**config.mk**
```make
export PLATFORM = sky130hd
export DESIGN_NAME = regfile_write_arbiter
export DESIGN_NICKNAME = d
export VERILOG_FILES = /design/src/rtl/regfile_write_arbiter.sv
export SDC_FILE = /design/constraint.sdc
export NUM_CORES = 1
export LEC_CHECK = 0
export CAP_MARGIN = 30
export CORE_UTILIZATION = 44
export DETAILED_ROUTE_END_ITERATION = 8
export PLACE_DENSITY = 0.91
export SLEW_MARGIN = 0
export SYNTH_ARGS = -nofsm -noshare
export SYNTH_HDL_FRONTEND = slang
export SYNTH_SLANG_ARGS = --single-unit
export TNS_END_PERCENT = 20
```
**constraint.sdc**
```tcl
create_clock -name clk -period 13.8 [get_ports clk]
set_clock_uncertainty 0.2 [all_clocks]
set_input_delay 2.76 -clock clk [delete_from_list [all_inputs] [get_ports clk]]
set_output_delay 2.76 -clock clk [all_outputs]
set_load 0.01 [all_outputs]
```
**src/rtl/regfile_write_arbiter.sv**
```systemverilog
`default_nettype none
// ============================================================================
// regfile_write_arbiter: round-robin register-file write port plus busy scoreboard
// Revision: 1.0
// ============================================================================
module regfile_write_arbiter #(
  parameter int DATA_W = 64,
  parameter int NREG   = 32
) (
  input  logic              clk,
  input  logic              reset,
  input  logic              req0_valid,
  input  logic              req1_valid,
  output logic              req0_ready,
  output logic              req1_ready,
  input  logic [4:0]        req0_reg,
  input  logic [4:0]        req1_reg,
  input  logic [DATA_W-1:0] req0_value,
  input  logic [DATA_W-1:0] req1_value,
  output logic              rf_write_enable,
  output logic [4:0]        rf_write_register,
  output logic [DATA_W-1:0] rf_write_value,
  input  logic              issue_valid,
  input  logic [4:0]        issue_reg,
  input  logic [4:0]        chk_reg1,
  input  logic [4:0]        chk_reg2,
  output logic              hazard,
  output logic [NREG-1:0]   busy
);

  logic              last_grant_q, last_grant_d;
  logic              we_q, we_d;
  logic [4:0]        wreg_q, wreg_d;
  logic [DATA_W-1:0] wval_q, wval_d;
  logic [NREG-1:0]   busy_q, busy_d;
  logic              w_gnt0, w_gnt1;
  logic              w_hs;

  // On a tie the grant goes to the requester that did not win last time.
  assign w_gnt0 = req0_valid & (~req1_valid | last_grant_q);
  assign w_gnt1 = req1_valid & (~req0_valid | ~last_grant_q);

  assign req0_ready = w_gnt0 & ~reset;
  assign req1_ready = w_gnt1 & ~reset;
  assign w_hs       = req0_ready | req1_ready;

  always_comb begin
    last_grant_d = last_grant_q;
    we_d         = 1'b0;
    wreg_d       = wreg_q;
    wval_d       = wval_q;
    if (w_hs) begin
      last_grant_d = req1_ready;
      wreg_d       = req1_ready ? req1_reg : req0_reg;
      wval_d       = req1_ready ? req1_value : req0_value;
      we_d         = (wreg_d != 5'd0);
    end
  end

  assign busy_d[0] = 1'b0;

  generate
    for (genvar i = 1; i < NREG; i++) begin : g_busy
      // Issue (set) wins over a same-edge writeback (clear).
      assign busy_d[i] = (issue_valid && (issue_reg == 5'(i))) ? 1'b1 :
                         (we_q && (wreg_q == 5'(i)))           ? 1'b0 :
                         busy_q[i];
    end
  endgenerate

  always_ff @(posedge clk or posedge reset) begin
    if (reset) begin
      last_grant_q <= 1'b1;
      we_q         <= 1'b0;
      wreg_q       <= 5'd0;
      wval_q       <= '0;
      busy_q       <= '0;
    end else begin
      last_grant_q <= last_grant_d;
      we_q         <= we_d;
      wreg_q       <= wreg_d;
      wval_q       <= wval_d;
      busy_q       <= busy_d;
    end
  end

  assign rf_write_enable   = we_q;
  assign rf_write_register = wreg_q;
  assign rf_write_value    = wval_q;
  assign busy              = busy_q;
  assign hazard            = busy_q[chk_reg1] | busy_q[chk_reg2];

endmodule
`default_nettype wire

```
# Yosys cells after proc, flatten, opt, wreduce, memory -nomap -nowiden

Cells that the tools add are included.

Register bits after elaboration: 102
Latch bits: 0
RAM bits: 0
Bits in read-only memories: 0
Input port bits: 158
Output and inout port bits: 105
Memories: 0

$add $sub $neg: 0
Multipliers: 0
Divide/modulo/power cells: 0
Order comparisons: 2
Equality and inequality tests: 62
Shift operators: 0
Muxes and demuxes: 69
Bitwise gates (word level): 12
Reduce and logical (&&, ||, !) cells: 94

Operators by type and width:

| kind                 | number |
|---|---|
| $eq A5 B5 Y1 const B | 32 |
| $eq A5 B4 Y1 const B | 16 |
| $mux W1              | 65 |
| $mux W64             | 1 |
| $logic_and A1 B1 Y1  | 62 |
| $reduce_bool A2 Y1   | 31 |
| $eq A5 B3 Y1 const B | 8 |
| $eq A5 B2 Y1 const B | 4 |
| $lt A5 B6 Y1 const B | 2 |
| $bmux W1 S5          | 2 |
| $eq A5 B1 Y1 const B | 2 |
| $mux W5              | 1 |
| $reduce_bool A5 Y1   | 1 |
| $and A1 B1 Y1        | 4 |
| $not A1 Y1           | 4 |
| $or A1 B1 Y1         | 4 |

# Logic depth before layout (Yosys ltp)

Word-level depth: 7
Gate-level depth with buffers: 7

# Worst setup path before layout

OpenSTA, ideal clock, no wires.

Kind: input -> output
Start point: in reset
End point: out req0_ready
Arrival time: 5.411 ns
Data required time: 10.840 ns
Path slack: 5.429 ns
Cell stages on the path: 3
Buffers on the path: 0
Path through: inv_1 -> nand2_1 -> a21oi_1

Longest elaborated chain between the ends: 2

Ends and longest elaborated chain:

| what               | line | text |
|---|---|---|
| start: declaration | 11   | `input logic reset,` |
| $not A1 Y1         | 43   | `assign req0_ready = w_gnt0 & ~reset;` |
| $and A1 B1 Y1      | 43   |  |
| end: declaration   | 14   | `output logic req0_ready,` |

No other way between the ends.

# Worst setup path in the final report

Start point: in chk_reg1[0]
End point: out hazard

Longest elaborated chain between the ends: 3

Ends and longest elaborated chain:

| what                          | line | text |
|---|---|---|
| start: declaration            | 25   | `input logic [4:0] chk_reg1,` |
| $bmux W1 S5                   | 91   | `assign hazard = busy_q[chk_reg1] \| busy_q[chk_reg2];` |
| $mux W1 (not written as such) | 91   |  |
| $or A1 B1 Y1                  | 91   |  |
| end: declaration              | 27   | `output logic hazard,` |

No other way between the ends. The select of a mux whose other input is x is not followed.

==> impl.org <==
** Clock tree
- Post-CTS sizing :: 0
- Clock Tree Root :: sky130_fd_sc_hd__clkbuf_16
- Number of sinks handled by clock tree synthesis :: 102
- Worst-path clk slew :: 0.07 ns
- Worst-skew pair later-pin latency :: 0.34 ns
- Number of buffers created by CTS :: 9
- In this run the deepest clock path goes through 2 buffers.
- Post-cts hold buffer count :: 0
- TritonCTS built the clock tree.
- CTS built an H-tree with a depth of 3.
- The number of setup buffers added after CTS is 0.

** Timing
- Setup repair after global routing left no endpoint under its margin.
- Setup violations remaining at the end of the flow were counted as 0.
- The final number of hold-violating endpoints came to 0.
- Hold is met by 0.281 ns.
- Max-slew headroom :: 0.459
- Dividing the final minimum period by the clock period gives 0.600.
- Timing would allow up to 0.121 GHz.
- The number of max-slew violations in the final report was 0.
- Worst-Margin Slew :: 0.811 ns
- For the final routed database, the setup TNS stands at 0 ns.
- The smallest clock period supported by the final layout is computed as 8.28 ns.

** Synthesis
- Fraction of synthesized cell area taken by the top area cell type :: 0.485
- Count of mapped cells out of synthesis :: 502
- Synth warnings :: 0
- Cell Area, Synth :: 5210 um^2
- By instance count, the leading cell after synthesis is sky130_fd_sc_hd__o21ai_0.
- Register bit total from synthesis :: 102
- For this run, the register share of the synthesized area comes to 0.490.
- Area share of and/or/nand/nor cells after synthesis :: 0.108
- Number of flops mapped to enable cells by yosys :: 0
- A synthesized cell averages 10.4 um^2.
- Distinct cell type count after synthesis :: 43
- Of the total synthesized cell area, the portion taken by XOR and XNOR cells is 0.
- Of the total synthesized cell area, the portion taken by full adders, half adders and majority gates is 0.
- Counting flops with an async set or reset pin after synthesis yields a share of 1.00.
- Flip-flop cell with the highest count after synthesis :: sky130_fd_sc_hd__dfrtp_1
- Biggest area consumer among synthesized cells :: sky130_fd_sc_hd__dfrtp_1
- Cell types occupying the most area after synthesis :: sky130_fd_sc_hd__dfrtp_1 48%, sky130_fd_sc_hd__mux2i_1 15%, sky130_fd_sc_hd__o21ai_0 13%
- When the netlist entered floorplanning its net count stood at 660.
- The compound-cell area share of the yosys netlist is 0.147.
- Largest family of logic cells by synthesized area :: multiplexers
- Mux share of post-synthesis cell area :: 0.218
- Top cell types by occurrence after synthesis :: 132 x sky130_fd_sc_hd__o21ai_0, 101 x sky130_fd_sc_hd__dfrtp_1, 79 x sky130_fd_sc_hd__nand2_1, 76 x sky130_fd_sc_hd__mux2i_1, 18 x sky130_fd_sc_hd__clkbuf_1

** Cells and area
- P&R area growth vs syn :: 57.5%
- In the final layout, the multi-input gates occupy 2490 um^2.
- Fin nets :: 902
- Footprint of the flip-flops and latches :: 2550 um^2
- Of the cells placed in the final design, the portion with a size suffix greater than 1 is 0.0574.
- The number of antenna diodes in the final layout is 0.
- After routing the design area is 8210 um^2.
- Total of fill cells in the finished design :: 802

** GRT
- Across every metal layer, demand over resource in global routing totals 0.276.
- The first global-routing pass estimated 26500 um of wire.
- Via count of the first global-routing pass :: 5150
- Grt total ovfl :: 0
- The initial antenna violation count was 0.
- Maximum number of pins on one net before global-route repair :: 88

** Placement
- During placement, the flow inserted port buffers numbering 261.
- After detailed placement, the total cell area comes to 7900 um^2.
- Half-perimeter wire length of the detailed placement result :: 13000 um
- RePlAce Congestion :: 0.952

** Setup path
- Ordered cell list for the critical path :: clkdlybuf4s50_1, mux4_1, mux2i_1, o221ai_1, a221o_1, clkdlybuf4s50_1
- Most Frequent Cell on Critical Path :: sky130_fd_sc_hd__clkdlybuf4s50_1
- STA classifies the critical path endpoint as a primary output.
- The setup path with the least slack is of type in -> out.
- CP startpoint kind :: primary input
- Standard cell with the maximum stage delay on the critical path :: sky130_fd_sc_hd__clkdlybuf4s50_1
- Of all nets on the critical path, the largest fanout is 12.
- Worst Path Arrival :: 5.32 ns
- Peak per-stage delay on the critical path :: 0.80 ns
- At the worst endpoint, the required time is 10.84 ns.

** Detailed routing
- Overall via count from detail_route :: 4966
- Number of nets with antenna violations after detailed routing :: 0
- The detailed router finished its first iteration with 231 violations.
- Total wire length after detailed routing :: 16700 um
- In the routed design, unresolved DRC markers number 0.
- Routed wirelength normalized by instance count :: 18.8 um
- DRT Pass-1 Iters :: 4
- Per-cell via count in the routed design :: 5.57

** Pwr
- Power spread over the standard cell area amounts to 126 nW/um^2.
- IR analysis of the VDD net gives a maximum drop of 0.0839 mV.
- The analysis attributes to cell leakage a power of 3.58 nW.

** Floorplan
- For this configuration, the core starts out at a cell density of 0.455.
- Floorplan row count :: 39
- Pin placement for this block handled 263 I/O pins.
- The core region is 11500 um^2.
- Die Wd :: 111 um
- The floorplan step defined a die boundary enclosing 12300 um^2.
- Die outline height :: 111 um

** Status
- Status :: finished, final reports clean

** Hold path
- The worst hold path belongs to the class reg -> reg.

** Job
- Max-cap violations in this run came to 0.
-- cell type report --
type                    instances  area share
repair buffers                265       0.326
multi-input cells             361       0.303
inverters                       5     0.00259
flip-flops and latches        102       0.311
well taps                     143      0.0218
clock inverters                 5     0.00488
clock buffers                  11      0.0308
-- cells by family after synthesis --
| kind of cell | count (synthesis) |
|---|---|
| AO/OA/AOI/OAI | 145 |
| buffers and inverters | 39 |
| flip-flops | 102 |
| multiplexers | 93 |
| other | 1 |
| AND/OR/NAND/NOR | 122 |
-- cell usage in the layout, fill, tap and decap left out, types with 3 or more instances in the layout --
master,count
sky130_fd_sc_hd__nor2b_1,6
sky130_fd_sc_hd__nor2_1,5
sky130_fd_sc_hd__nand2_1,79
sky130_fd_sc_hd__nand3_1,6
sky130_fd_sc_hd__dfrtp_1,101
sky130_fd_sc_hd__clkdlybuf4s50_1,261
sky130_fd_sc_hd__nand2b_1,7
sky130_fd_sc_hd__o21ai_0,132
sky130_fd_sc_hd__mux4_1,4
sky130_fd_sc_hd__clkbuf_16,9
sky130_fd_sc_hd__inv_1,4
sky130_fd_sc_hd__inv_6,3
sky130_fd_sc_hd__mux4_2,11
sky130_fd_sc_hd__mux2i_1,76
-- power by group --
part	switching, mW	leakage (nW)	total [mW]	internal, mW
Clock	0.110	0.147	0.244	0.134
Combinational	0.143	2.24	0.359	0.216
Sequential	0.0708	1.19	0.433	0.362
-- routing by layer --
metal / global-route usage / wire length [um] / vias up
met5: 0 / 0 / -
met4: 0.108 / 478 / 0
met3: 0.0700 / 1360 / 33
met2: 0.478 / 8540 / 254
met1: 0.327 / 6370 / 2394
li1: - / - / 2285
-- per-stage QoR --
step	cells	utilization	total power, mW	worst slack, ns
6_report	892	0.716	1.04	5.52
5_1_grt	892	0.716	1.09	5.45
4_1_cts	891	0.714	1.04	5.50
3_5_place_dp	875	0.689	0.795	5.52
3_3_place_gp	874	0.686	0.781	5.55
2_1_floorplan	502	-	0.565	5.43
-- flip-flops by register name, indices dropped and copies added, names as in the netlist --
signal / flops
rf_write_enable: 1
rf_write_value: 64
last_grant_q: 1
busy: 31
rf_write_register: 5
-- critical path, delay by kind of cell --
kind	cells	cell delay [ns]
muxes	2	0.79
AOI/OAI and AO/OA	2	0.49
buffers and inverters	2	1.27
-- path summary, 6_finish.rpt --
| check | depth (start not counted) | to | startpoint | slack [ns] |
|---|---|---|---|---|
| max in group asynchronous | 3 | rf_write_value[28] | reset | 9.54 |
| max reg2reg | 4 | rf_write_register[0] | last_grant_q | 11.70 |
| max | 6 | hazard | chk_reg1[0] | 5.52 |
| min in group asynchronous | 2 | rf_write_value[39] | reset | 2.65 |
| min | 2 | rf_write_value[0] | rf_write_value[0] | 0.28 |
| min reg2reg | 2 | rf_write_value[0] | rf_write_value[0] | 0.28 |
Power figures use the tool's default switching activity.
